[config.mk]
export PLATFORM = sky130hd
export DESIGN_NAME = alu_ctrl_unit
export DESIGN_NICKNAME = d
export VERILOG_FILES = /design/src/rtl/alu_ctrl_unit.sv
export SDC_FILE = /design/constraint.sdc
export NUM_CORES = 1
export LEC_CHECK = 0
export BUFFER_PORTS_ARGS = -buffer_cell sky130_fd_sc_hd__buf_2
export CORE_AREA = 5 5 42 44
export CTS_CLUSTER_SIZE = 30
export DETAILED_ROUTE_END_ITERATION = 8
export DIE_AREA = 0 0 47 49
export GPL_ROUTABILITY_DRIVEN = 0
export GPL_TIMING_DRIVEN = 0
export PLACE_DENSITY = 0.58
export SLEW_MARGIN = 20
export SYNTH_ARGS = -nofsm -noshare
export SYNTH_HDL_FRONTEND = slang
export SYNTH_SLANG_ARGS = --single-unit
[constraint.sdc]
create_clock -name clk -period 0.8 [get_ports clk]
set_input_delay 0.16 -clock clk [delete_from_list [all_inputs] [get_ports clk]]
set_output_delay 0.16 -clock clk [all_outputs]
set_load 0.005 [all_outputs]
[src/rtl/alu_ctrl_unit.sv]
// alu_ctrl_unit: registered ALU control decoder, one-cycle latency.
// Optional encoding-legality checking is enabled by defining ALU_CTRL_ILLEGAL_CHK_EN;
// without it only the unused alu_op classes (110/111) are flagged illegal.
module alu_ctrl_unit (
    input  logic       clk,
    input  logic       rst_n,
    input  logic       in_valid,
    input  logic [2:0] alu_op,
    input  logic [2:0] fn3,
    input  logic [6:0] imm11_5,
    input  logic       fn7_5,
    output logic [3:0] control_out,
    output logic       out_valid,
    output logic       illegal
);
    localparam logic [3:0] ADD  = 4'b0000;
    localparam logic [3:0] SUB  = 4'b0001;
    localparam logic [3:0] XOR  = 4'b0010;
    localparam logic [3:0] OR   = 4'b0011;
    localparam logic [3:0] AND  = 4'b0100;
    localparam logic [3:0] SLL  = 4'b0101;
    localparam logic [3:0] SRL  = 4'b0110;
    localparam logic [3:0] SRA  = 4'b0111;
    localparam logic [3:0] SLT  = 4'b1000;
    localparam logic [3:0] SLTU = 4'b1001;
    localparam logic [3:0] NOP  = 4'b1111;

    logic [3:0] w_base;
    logic [3:0] w_code;
    logic       w_unknown;
    logic       w_bad;
    logic       w_illegal;
    logic [3:0] r_control;
    logic       r_valid;
    logic       r_illegal;

    // Shared R/I arithmetic map; alt selects SUB on 000 and SRA on 101.
    function automatic logic [3:0] arith(input logic [2:0] f, input logic alt);
        case (f)
            3'b000:  arith = alt ? SUB : ADD;
            3'b001:  arith = SLL;
            3'b010:  arith = SLT;
            3'b011:  arith = SLTU;
            3'b100:  arith = XOR;
            3'b101:  arith = alt ? SRA : SRL;
            3'b110:  arith = OR;
            default: arith = AND;
        endcase
    endfunction

    // Decode the instruction class into a base operation code.
    always_comb begin
        w_base    = ADD;
        w_unknown = 1'b0;
        case (alu_op)
            3'b000:  w_base = arith(fn3, fn7_5);
            3'b001:  w_base = (fn3 == 3'b101) ? arith(fn3, imm11_5[5]) : arith(fn3, 1'b0);
            3'b100:  w_base = fn3[2] ? (fn3[1] ? SLTU : SLT) : SUB;
            3'b110, 3'b111: begin
                w_base    = NOP;
                w_unknown = 1'b1;
            end
            default: w_base = ADD;
        endcase
    end

`ifdef ALU_CTRL_ILLEGAL_CHK_EN
    // Flag encodings that no supported instruction uses.
    always_comb begin
        w_bad = 1'b0;
        case (alu_op)
            3'b000:  w_bad = fn7_5 && (fn3 != 3'b000) && (fn3 != 3'b101);
            3'b001:  w_bad = ((fn3 == 3'b001) && (imm11_5 != 7'b0000000)) ||
                             ((fn3 == 3'b101) && (imm11_5 != 7'b0000000) && (imm11_5 != 7'b0100000));
            3'b010:  w_bad = (fn3 == 3'b011) || (fn3 == 3'b110) || (fn3 == 3'b111);
            3'b011:  w_bad = fn3[2];
            3'b100:  w_bad = (fn3 == 3'b010) || (fn3 == 3'b011);
            3'b101:  w_bad = (fn3 != 3'b000);
            default: w_bad = 1'b0;
        endcase
    end
`else
    assign w_bad = 1'b0;
`endif

    assign w_illegal = w_unknown | w_bad;
    assign w_code    = w_illegal ? NOP : w_base;

    // Capture the decode on accepted requests; hold results otherwise.
    always_ff @(posedge clk or negedge rst_n) begin
        if (!rst_n) begin
            r_control <= 4'b0000;
            r_valid   <= 1'b0;
            r_illegal <= 1'b0;
        end else begin
            r_valid <= in_valid;
            if (in_valid) begin
                r_control <= w_code;
                r_illegal <= w_illegal;
            end
        end
    end

    assign control_out = r_control;
    assign out_valid   = r_valid;
    assign illegal     = r_illegal;
endmodule

==> impl_results.md, run 1 <==
- Max IR drop VDD: 0.451 mV
- Worst-case clock buffer depth: 2
- Die outline area: 2300 um2
- Buffers on Ports: 16
- Number of core rows: 14
- Tightest Pin Transition: 0.242 ns
- CTS clk-pin slew, worst paths: 0.04 ns
- Final-stage net count: 81
- Initial cell density of the core: 25.5%
- Number of buffers inserted during clock tree synthesis: 3
- Hold path cells: 1
- F_max: 1130 MHz
- Final hold slack: 0.0497 ns
- Pwr dens: 1550 nW/um2
- Endpoint kind of the worst setup timing path: primary output
- Most numerous cell types in the synthesized netlist: sky130_fd_sc_hd__dfrtp_1 (6), sky130_fd_sc_hd__a21oi_1 (5), sky130_fd_sc_hd__nor2_1 (4)
- DIE HEIGHT: 49 um
- Number of sinks handled by clock tree synthesis: 6
- Clock H-tree levels: 1
- Highest fanout seen on the critical path: 2
- DRT antenna net count: 0
- Per-instance average area after synthesis: 9.18 um2
- Crit start category: flip-flop
- Sequential area share after synthesis: 42.0%
- Post-Syn Instances: 39
- Total gr overflow: 0
- Number of global-route vias before repair: 362
- Final worst path period share: 111%
- Cell leakage power: 0.256 nW
- Run status: finished with violations
- FILL cells: 159
- Depth of the most critical reg-to-reg path: 3
- Number of pins exceeding their max-slew limit in the final report: 0
- Share of the synthesized area in the top cell type: 42.0%
- Clock latency reported for the late side of the worst-skew pair: 0.24 ns
- Most used flip-flop cell after synthesis: sky130_fd_sc_hd__dfrtp_1
- FF+latch count, synth: 6
- Cell count after placement: 71
- Violations in the final reports: negative setup slack
- Cell family with the largest share of critical-path delay: flip-flops
- Number of setup violations in the final report: 6
- Final antenna diode count: 0
- Estimated wirelength of the detail-placed design: 647 um
- Unrepaired setup endpoints after global routing: yes
- Routed wire length: 851 um
- Net Count, Synth: 56
- Number of flops mapped to enable cells by yosys: 0
- Fin Clk Skew: 0 ns
- Most area-consuming cells after synthesis: sky130_fd_sc_hd__dfrtp_1 (42%), sky130_fd_sc_hd__a21oi_1 (7.0%), sky130_fd_sc_hd__a31oi_1 (5.2%), sky130_fd_sc_hd__nand2b_1 (5.2%), sky130_fd_sc_hd__o41ai_2 (4.5%)
- Global-route wire length before repair: 1.46 mm
- Area added between synthesis and finish: 47.2%
- Reg-to-reg endpoint: control_out[0]
- Average vias per placed instance: 4.92
- Non-filler cells, final: 78
- Cell area after synthesis: 358 um2
- GR Util All Layers: 8.99%
- Final count of hold timing violations: 0
- DR pass1 iterations: 4
- Core utilization of the finished layout: 37.6%
- Cell type with the highest aggregate area in the netlist: sky130_fd_sc_hd__dfrtp_1
- Number of distinct library cell variants in the gate-level netlist after synthesis: 20
- Tightest slew margin relative to the limit: 83.6%
- Placement Cell Area: 458 um2
- CP required: 0.64 ns
- Antenna violations before repair: 0
- DRC marker count from the first detailed-route iteration: 6
- Width of the die: 47 um
- TritonCTS clock tree: done
- Largest stage delay on the critical path: 0.37 ns
- Start of the worst register-to-register path: control_out[0]
- Critical Path AT: 0.73 ns
- Max-cap violation count: 0
- Root buf cell: sky130_fd_sc_hd__clkbuf_4
- Warnings, synthesis: 0
- R2R Setup Slk: 0.05 ns
- Minimum period implied by the final worst setup slack: 0.888 ns
- Worst Min Path Start: in_valid
- Post-route DRC violation count: 0
- Average routed wire per standard cell: 10.9 um
- Count of boundary I/O pins: 23
- Buf+Inv Stages, Crit Path: 1
- Final WS setup: -0.0884 ns
- Worst path cell trace: buf_2
- Hold-critical path endpoint: out_valid
- Area of all placed cells without fillers: 527 um2
- Top-count cell post-synth: sky130_fd_sc_hd__dfrtp_1
- Maximum number of pins on one net before global-route repair: 10
- Class of the tightest hold or removal check: in -> reg
- Core Box Area: 1400 um2
- CP max stage cell: sky130_fd_sc_hd__dfrtp_1
- Critical path start-end classification: reg -> out
- Vias: 384
- Async set-reset flop share out of synthesis: 100%
- Proportion of layout cells with a drive suffix above 1: 46.8%
worst max-delay path by stage:
stage,depth (start not counted),start,endpoint,slack (ns)
2_1_floorplan,3,fn3[2],control_out[0],-0.04
3_3_place_gp,4,fn3[2],control_out[0],-0.25
3_5_place_dp,4,fn3[2],control_out[0],-0.27
4_1_cts,1,control_out[3],control_out[3],-0.11
5_1_grt,1,control_out[0],control_out[0],-0.13
6_report,1,control_out[3],control_out[3],-0.09
per-layer routing:
metal / vias to the layer above / GRT usage, % / share of wire [%]
met2: 17 / 12.7 / 46
li1: 188 / - / -
met1: 177 / 10.5 / 43
met5: - / 0 / 0
met4: 0 / 9.68 / 2.2
met3: 2 / 1.11 / 9.0
cell usage in the layout (no fill, tap or decap):
cell type                       Yosys  final
sky130_fd_sc_hd__o21ai_0            2      2
sky130_fd_sc_hd__nor2b_1            1      1
sky130_fd_sc_hd__buf_4              1      6
sky130_fd_sc_hd__dlygate4sd3_1      0      1
sky130_fd_sc_hd__nand2b_1           3      3
sky130_fd_sc_hd__and2_4             1      1
sky130_fd_sc_hd__dfrtp_1            6      6
sky130_fd_sc_hd__and2b_1            1      1
sky130_fd_sc_hd__o311ai_1           1      1
sky130_fd_sc_hd__buf_2              0     13
sky130_fd_sc_hd__inv_1              3      3
sky130_fd_sc_hd__nand4_1            1      1
sky130_fd_sc_hd__clkbuf_4           0      3
sky130_fd_sc_hd__buf_6              0      1
sky130_fd_sc_hd__nor2_2             0      1
sky130_fd_sc_hd__nor3b_2            1      1
sky130_fd_sc_hd__mux2_2             1      1
sky130_fd_sc_hd__nor2_1             4      3
sky130_fd_sc_hd__a311oi_1           1      1
sky130_fd_sc_hd__o41ai_2            1      1
sky130_fd_sc_hd__a31oi_1            3      3
sky130_fd_sc_hd__inv_2              1      1
sky130_fd_sc_hd__a21oi_1            5      5
sky130_fd_sc_hd__o21a_1             1      1
sky130_fd_sc_hd__nand2_1            1      1
flip-flops by register name, summed over array words and instances (netlist names):
| register | count |
|---|---|
| control_out | 4 |
| illegal | 1 |
| out_valid | 1 |
worst register-to-register path, stage by stage (launching register included):
cell                      delay [ns]
sky130_fd_sc_hd__dfrtp_1        0.36
sky130_fd_sc_hd__buf_4          0.13
sky130_fd_sc_hd__nor2_1         0.09
sky130_fd_sc_hd__a31oi_1        0.04
power breakdown:
| part | internal [W] | leakage, nW | switching [W] |
|---|---|---|---|
| Clock | 0.000169 | 0.0138 | 0.0000989 |
| Sequential | 0.000334 | 0.0709 | 0.0000113 |
| Combinational | 0.000113 | 0.171 | 0.0000923 |
per-stage QoR:
step / power, W / setup TNS, ns / setup slack (ns)
finish: 0.000818 / -0.496 / -0.0884
global route: 0.000881 / -0.703 / -0.127
CTS: 0.000837 / -0.598 / -0.106
detailed placement: 0.000522 / -0.551 / -0.265
global placement: 0.000518 / -0.530 / -0.255
floorplan: 0.000434 / -0.0443 / -0.0443
cell families after synthesis:
logic type / after synthesis / share of synthesized area [%]
buffers and inverters: 5 / 6.29
and+or+nand+nor: 13 / 22.0
AOI/OAI and AO/OA: 14 / 26.6
muxes: 1 / 3.15
DFF: 6 / 42.0
area by class of cell:
| class | count | area [um2] | share of cell area [%] |
|---|---|---|---|
| Tap cell | 16 | 20.0 | 3.80 |
| Timing Repair Buffer | 20 | 124 | 23.5 |
| Clock buffer | 3 | 22.5 | 4.28 |
| Inverter | 4 | 15.0 | 2.85 |
| Multi-Input combinational cell | 28 | 188 | 35.6 |
| Buffer | 1 | 7.51 | 1.43 |
| Sequential cell | 6 | 150 | 28.5 |
timing repair:
| action | in CTS | in global routing |
|---|---|---|
| hold buffers | 1 | 0 |
| endpoints found under the hold margin | 6 | 0 |
| pin swaps | 2 | 2 |
| buffers inserted | 3 | 0 |
| resized for setup | 3 | 2 |
| endpoints found under the setup margin | 7 | 8 |
(Power assumes the default switching activity.)
==> inputs of run 2 (changes only) <==
--- a/config.mk
+++ b/config.mk
@@ -6,6 +6,7 @@
 export NUM_CORES = 1
 export LEC_CHECK = 0
 export BUFFER_PORTS_ARGS = -buffer_cell sky130_fd_sc_hd__buf_2
+export CAP_MARGIN = 40
 export CORE_AREA = 5 5 42 44
 export CTS_CLUSTER_SIZE = 30
 export DETAILED_ROUTE_END_ITERATION = 8
@@ -13,6 +14,7 @@
 export GPL_ROUTABILITY_DRIVEN = 0
 export GPL_TIMING_DRIVEN = 0
 export PLACE_DENSITY = 0.58
+export SETUP_SLACK_MARGIN = 0.15
 export SLEW_MARGIN = 20
 export SYNTH_ARGS = -nofsm -noshare
 export SYNTH_HDL_FRONTEND = slang
==> run 2 against run 1 <==
Against the previous run:
- the run still ends with negative setup slack left
- sequential power hardly changed
- first-iteration DRC count is 50% lower
- flip-flop and latch count did not move
- die area did not move
- largest cell class unchanged
- highest routed layer unchanged
==> impl_results.md, run 2 (synthesis results as in run 1) <==
- Run status: finished with violations
- Violations in the final reports: negative setup slack
- DRT antenna net count: 0
- Number of buffers inserted during clock tree synthesis: 3
- Minimum period implied by the final worst setup slack: 0.904 ns
- Non-filler cells, final: 80
- Fin Clk Skew: 0 ns
- Largest register FFs: 4
- Tightest slew margin relative to the limit: 82.2%
- Number of setup violations in the final report: 6
- Average vias per placed instance: 4.90
- Final worst path period share: 113%
- Count of boundary I/O pins: 23
- Worst path cell trace: buf_2
- Final hold slack: 0.0395 ns
- Largest stage delay on the critical path: 0.38 ns
- F_max: 1110 MHz
- Buf+Inv Stages, Crit Path: 1
- Highest fanout seen on the critical path: 2
- Core utilization of the finished layout: 45.4%
- Area added between synthesis and finish: 78.0%
- Cell leakage power: 0.293 nW
- DR pass1 iterations: 5
- Critical path start-end classification: reg -> out
- Proportion of total power due to net switching: 26.4%
- Switch Pwr: 0.000236 W
- CTS clk-pin slew, worst paths: 0.04 ns
- Clock H-tree levels: 1
- Leading cell type in the layout, fill and taps excluded: sky130_fd_sc_hd__buf_2
- CP max stage cell: sky130_fd_sc_hd__dfrtp_1
- Most frequent cells in the layout: sky130_fd_sc_hd__buf_2 (12), sky130_fd_sc_hd__dfrtp_1 (6), sky130_fd_sc_hd__buf_4 (4), sky130_fd_sc_hd__buf_6 (4)
- Class of the tightest hold or removal check: in -> reg
- Final-stage net count: 83
- GR Util All Layers: 9.49%
- Total gr overflow: 0
- Cell family with the largest share of critical-path delay: flip-flops
- Clock group share of total power: 30.4%
- Unrepaired setup endpoints after global routing: yes
- Estimated wirelength of the detail-placed design: 613 um
- Number of core rows: 14
- Post-layout power: 0.000893 W
- Max-cap violation count: 0
- DRC marker count from the first detailed-route iteration: 3
- DIE HEIGHT: 49 um
- Core Box Area: 1400 um2
- Average routed wire per standard cell: 11.3 um
- Initial cell density of the core: 25.5%
- Vias: 392
- Max IR drop VDD: 0.465 mV
- Clock latency reported for the late side of the worst-skew pair: 0.24 ns
- Buffers on Ports: 16
- Width of the die: 47 um
- Proportion of power drawn by flip-flops and latches: 38.8%
- TritonCTS clock tree: done
- Number of global-route vias before repair: 375
- Cell count after placement: 71
- Endpoint kind of the worst setup timing path: primary output
- CP required: 0.64 ns
- Worst-case clock buffer depth: 2
- Relative contribution of combinational cells to total power: 30.8%
- Root buf cell: sky130_fd_sc_hd__clkbuf_4
- Number of sinks handled by clock tree synthesis: 6
- Final count of hold timing violations: 0
- Final WS setup: -0.104 ns
- Die outline area: 2300 um2
- Final-layout setup total negative slack: -0.527 ns
- Maximum number of pins on one net before global-route repair: 10
- Number of pins exceeding their max-slew limit in the final report: 0
- Tightest Pin Transition: 0.265 ns
- Routed wire length: 900 um
- Crit start category: flip-flop
- Global-route wire length before repair: 1.53 mm
- Final antenna diode count: 0
- Pwr dens: 1400 nW/um2
- Critical Path AT: 0.74 ns
- Post-route DRC violation count: 0
- Antenna violations before repair: 0
- Cell-internal power: 0.000658 W
- Proportion of layout cells with a drive suffix above 1: 65.6%
==> run 2: final cells by class <==
type	count	area, um2
Timing Repair Buffer	22	168
Fill cell	150	764
Tap cell	16	20.0
Clock buffer	3	22.5
Sequential cell	6	150
Inverter	4	17.5
Multi-Input combinational cell	28	251
Buffer	1	7.51
==> run 2: what timing repair did <==
item / 4_1_cts / 5_1_grt
pin swaps: 6 / 5
endpoints found under the hold margin: 6 / 0
buffers inserted: 5 / 0
hold buffers: 1 / 0
setup endpoints to repair: 9 / 11
resized for setup: 12 / 17
==> run 2: path summary, 6_finish.rpt <==
path	startpoint	end	slack (ns)	cells past startpoint
max in group asynchronous	rst_n	out_valid	0.39	2
min in group asynchronous	rst_n	control_out[1]	0.27	2
worst min-delay path	in_valid	out_valid	0.04	1
worst max register to register	control_out[0]	control_out[0]	0.04	3
worst max-delay path	control_out[1]	control_out[1]	-0.10	1
worst min register to register	control_out[3]	control_out[3]	0.47	1
==> run 2: power by group through the flow <==
stage	clock (W)	sequential [W]	combinational, W
2_1_floorplan	0	0.000355	0.0000796
3_3_place_gp	0	0.000351	0.000168
3_5_place_dp	0	0.000352	0.000169
4_1_cts	0.000282	0.000346	0.000235
5_1_grt	0.000301	0.000350	0.000305
6_report	0.000271	0.000347	0.000275
==> run 2: layer usage <==
| metal | GRT usage [%] | part of all wire [%] | wire length (um) |
|---|---|---|---|
| met1 | 11.0 | 39 | 355 |
| met2 | 14.5 | 50 | 452 |
| met3 | 1.11 | 7.9 | 71 |
| met4 | 8.29 | 2.4 | 22 |
| met5 | 0 | 0 | 0 |
==> run 2: through the flow <==
stage,cell area [um2],setup WS (ns)
global route,637,-0.130
floorplan,358,-0.0443
global placement,458,-0.256
finish,637,-0.104
detailed placement,458,-0.283
CTS,581,-0.106
==> inputs of run 3 (changes only) <==
--- a/config.mk
+++ b/config.mk
@@ -13,7 +13,7 @@
 export DIE_AREA = 0 0 47 49
 export GPL_ROUTABILITY_DRIVEN = 0
 export GPL_TIMING_DRIVEN = 0
-export PLACE_DENSITY = 0.58
+export PLACE_DENSITY = 0.56
 export SETUP_SLACK_MARGIN = 0.15
 export SLEW_MARGIN = 20
 export SYNTH_ARGS = -nofsm -noshare
==> constraint.sdc (replaced) <==
create_clock -name clk -period 1.1 [get_ports clk]
set_input_delay 0.22 -clock clk [delete_from_list [all_inputs] [get_ports clk]]
set_output_delay 0.22 -clock clk [all_outputs]
set_load 0.005 [all_outputs]
==> run 3 against run 2 <==
Against the previous run:
- the flow now finishes without violations
- clock power down 27%
- utilization down 8.3 points
- flip-flop and latch count unchanged
- via count down 8.2%
- count of clock-buffer cells in the layout unchanged
- wire length down 9.3%
- power down 34%
- clock skew unchanged
- register-to-register slack better by 0.21 ns
- sequential power down 28%
- hold slack better by 0.058 ns
- global-route usage down 0.77 points
==> impl_results.md, run 3 (synthesis results as in run 1) <==
- Final hold slack: 0.0978 ns
- Number of pins exceeding their max-slew limit in the final report: 0
- DIE HEIGHT: 49 um
- Routed wire length: 816 um
- Final worst path period share: 86.8%
- Critical path start-end classification: reg -> out
- Highest fanout seen on the critical path: 2
- Tightest Pin Transition: 0.241 ns
- DRT antenna net count: 0
- Largest stage delay on the critical path: 0.37 ns
- DR pass1 iterations: 4
- Post-route DRC violation count: 0
- Root buf cell: sky130_fd_sc_hd__clkbuf_4
- Number of buffers inserted during clock tree synthesis: 3
- Unrepaired setup endpoints after global routing: yes
- Clock H-tree levels: 1
- Tightest slew margin relative to the limit: 83.8%
- Leading cell type in the layout, fill and taps excluded: sky130_fd_sc_hd__buf_2
- Worst path cell trace: buf_2
- Proportion of layout cells with a drive suffix above 1: 46.0%
- Global-route wire length before repair: 1.44 mm
- Class of the tightest hold or removal check: in -> reg
- Number of sinks handled by clock tree synthesis: 6
- CP required: 0.88 ns
- Final antenna diode count: 0
- Endpoint kind of the worst setup timing path: primary output
- Width of the die: 47 um
- Final-stage net count: 82
- CP max stage cell: sky130_fd_sc_hd__dfrtp_1
- Max IR drop VDD: 0.346 mV
- DRC marker count from the first detailed-route iteration: 9
- Average vias per placed instance: 4.56
- Buffers on Ports: 16
- Post-placement setup slack: -0.0319 ns
- Clock latency reported for the late side of the worst-skew pair: 0.24 ns
- Antenna violations before repair: 0
- Number of global-route vias before repair: 346
- Total gr overflow: 0
- Most frequent cells in the layout: sky130_fd_sc_hd__buf_2 (16), sky130_fd_sc_hd__dfrtp_1 (6), sky130_fd_sc_hd__buf_4 (5), sky130_fd_sc_hd__a21oi_1 (5), sky130_fd_sc_hd__nor2_1 (4)
- FILL cells: 162
- Die outline area: 2300 um2
- Largest register FFs: 4
- Crit start category: flip-flop
- Critical Path AT: 0.74 ns
- CTS clk-pin slew, worst paths: 0.04 ns
- Maximum number of pins on one net before global-route repair: 10
- Final count of hold timing violations: 0
- Core Box Area: 1400 um2
- Max-cap violation count: 0
- Buf+Inv Stages, Crit Path: 1
- Count of boundary I/O pins: 23
- Vias: 360
- Run status: complete, no violations
- F_max: 1050 MHz
- Estimated wirelength of the detail-placed design: 642 um
- Final-layout setup total negative slack: 0 ns
- Final WS setup: 0.145 ns
- Pwr dens: 1140 nW/um2
- Number of setup violations in the final report: 0
- Cell family with the largest share of critical-path delay: flip-flops
- Initial cell density of the core: 25.5%
- Worst-case clock buffer depth: 2
- Area added between synthesis and finish: 45.5%
- Fin Clk Skew: 0 ns
- TritonCTS clock tree: done
- Average routed wire per standard cell: 10.3 um
- GR Util All Layers: 8.72%
- Cell leakage power: 0.257 nW
- Minimum period implied by the final worst setup slack: 0.955 ns
- Number of core rows: 14
[run 3: routing by layer]
layer,part of all wire (%),GRT usage [%],vias to the layer above
met3,10,0,2
met1,42,10.8,154
li1,-,-,189
met5,0,0,-
met2,45,12.2,15
met4,2.8,9.68,0
[run 3: area by class of cell]
type | count | area, um2 | area share, %
multi-input cells | 28 | 185 | 35.6
plain buffers | 1 | 7.51 | 1.44
repair buffers | 21 | 120 | 23.1
well taps | 16 | 20.0 | 3.85
clock buffers | 3 | 22.5 | 4.33
inverters | 4 | 15.0 | 2.88
flip-flops and latches | 6 | 150 | 28.8
[run 3: path summary, 6_finish.rpt]
| path | start | end | slack, ns | depth (start not counted) |
|---|---|---|---|---|
| max | control_out[3] | control_out[3] | 0.14 | 1 |
| min | in_valid | out_valid | 0.1 | 1 |
| max reg2reg | illegal | illegal | 0.25 | 2 |
| min reg2reg | control_out[3] | control_out[3] | 0.47 | 1 |
| max in group asynchronous | rst_n | control_out[0] | 0.63 | 2 |
| min in group asynchronous | rst_n | out_valid | 0.33 | 2 |
[run 3: where the power goes]
group	total, W	internal (W)	switching, W
clock	0.000197	0.000123	0.0000737
sequential	0.000251	0.000243	0.00000826
combinational	0.000146	0.0000806	0.0000658
total	0.000594	0.000446	0.000148
[run 3: what timing repair did]
| action | 4_1_cts | 5_1_grt |
|---|---|---|
| hold endpoints to repair | 6 | 0 |
| hold buffers | 1 | 0 |
| buffers inserted | 4 | 0 |
| setup endpoints to repair | 5 | 6 |
| resized for setup | 0 | 0 |
[run 3: stage by stage]
stage	power [W]	std cells	utilization [%]	cell area (um2)
2_1_floorplan	0.000316	39	-	358
3_3_place_gp	0.000378	71	32.7	458
3_5_place_dp	0.000380	71	32.7	458
4_1_cts	0.000610	79	37.1	520
5_1_grt	0.000646	79	37.1	520
6_report	0.000594	79	37.1	520
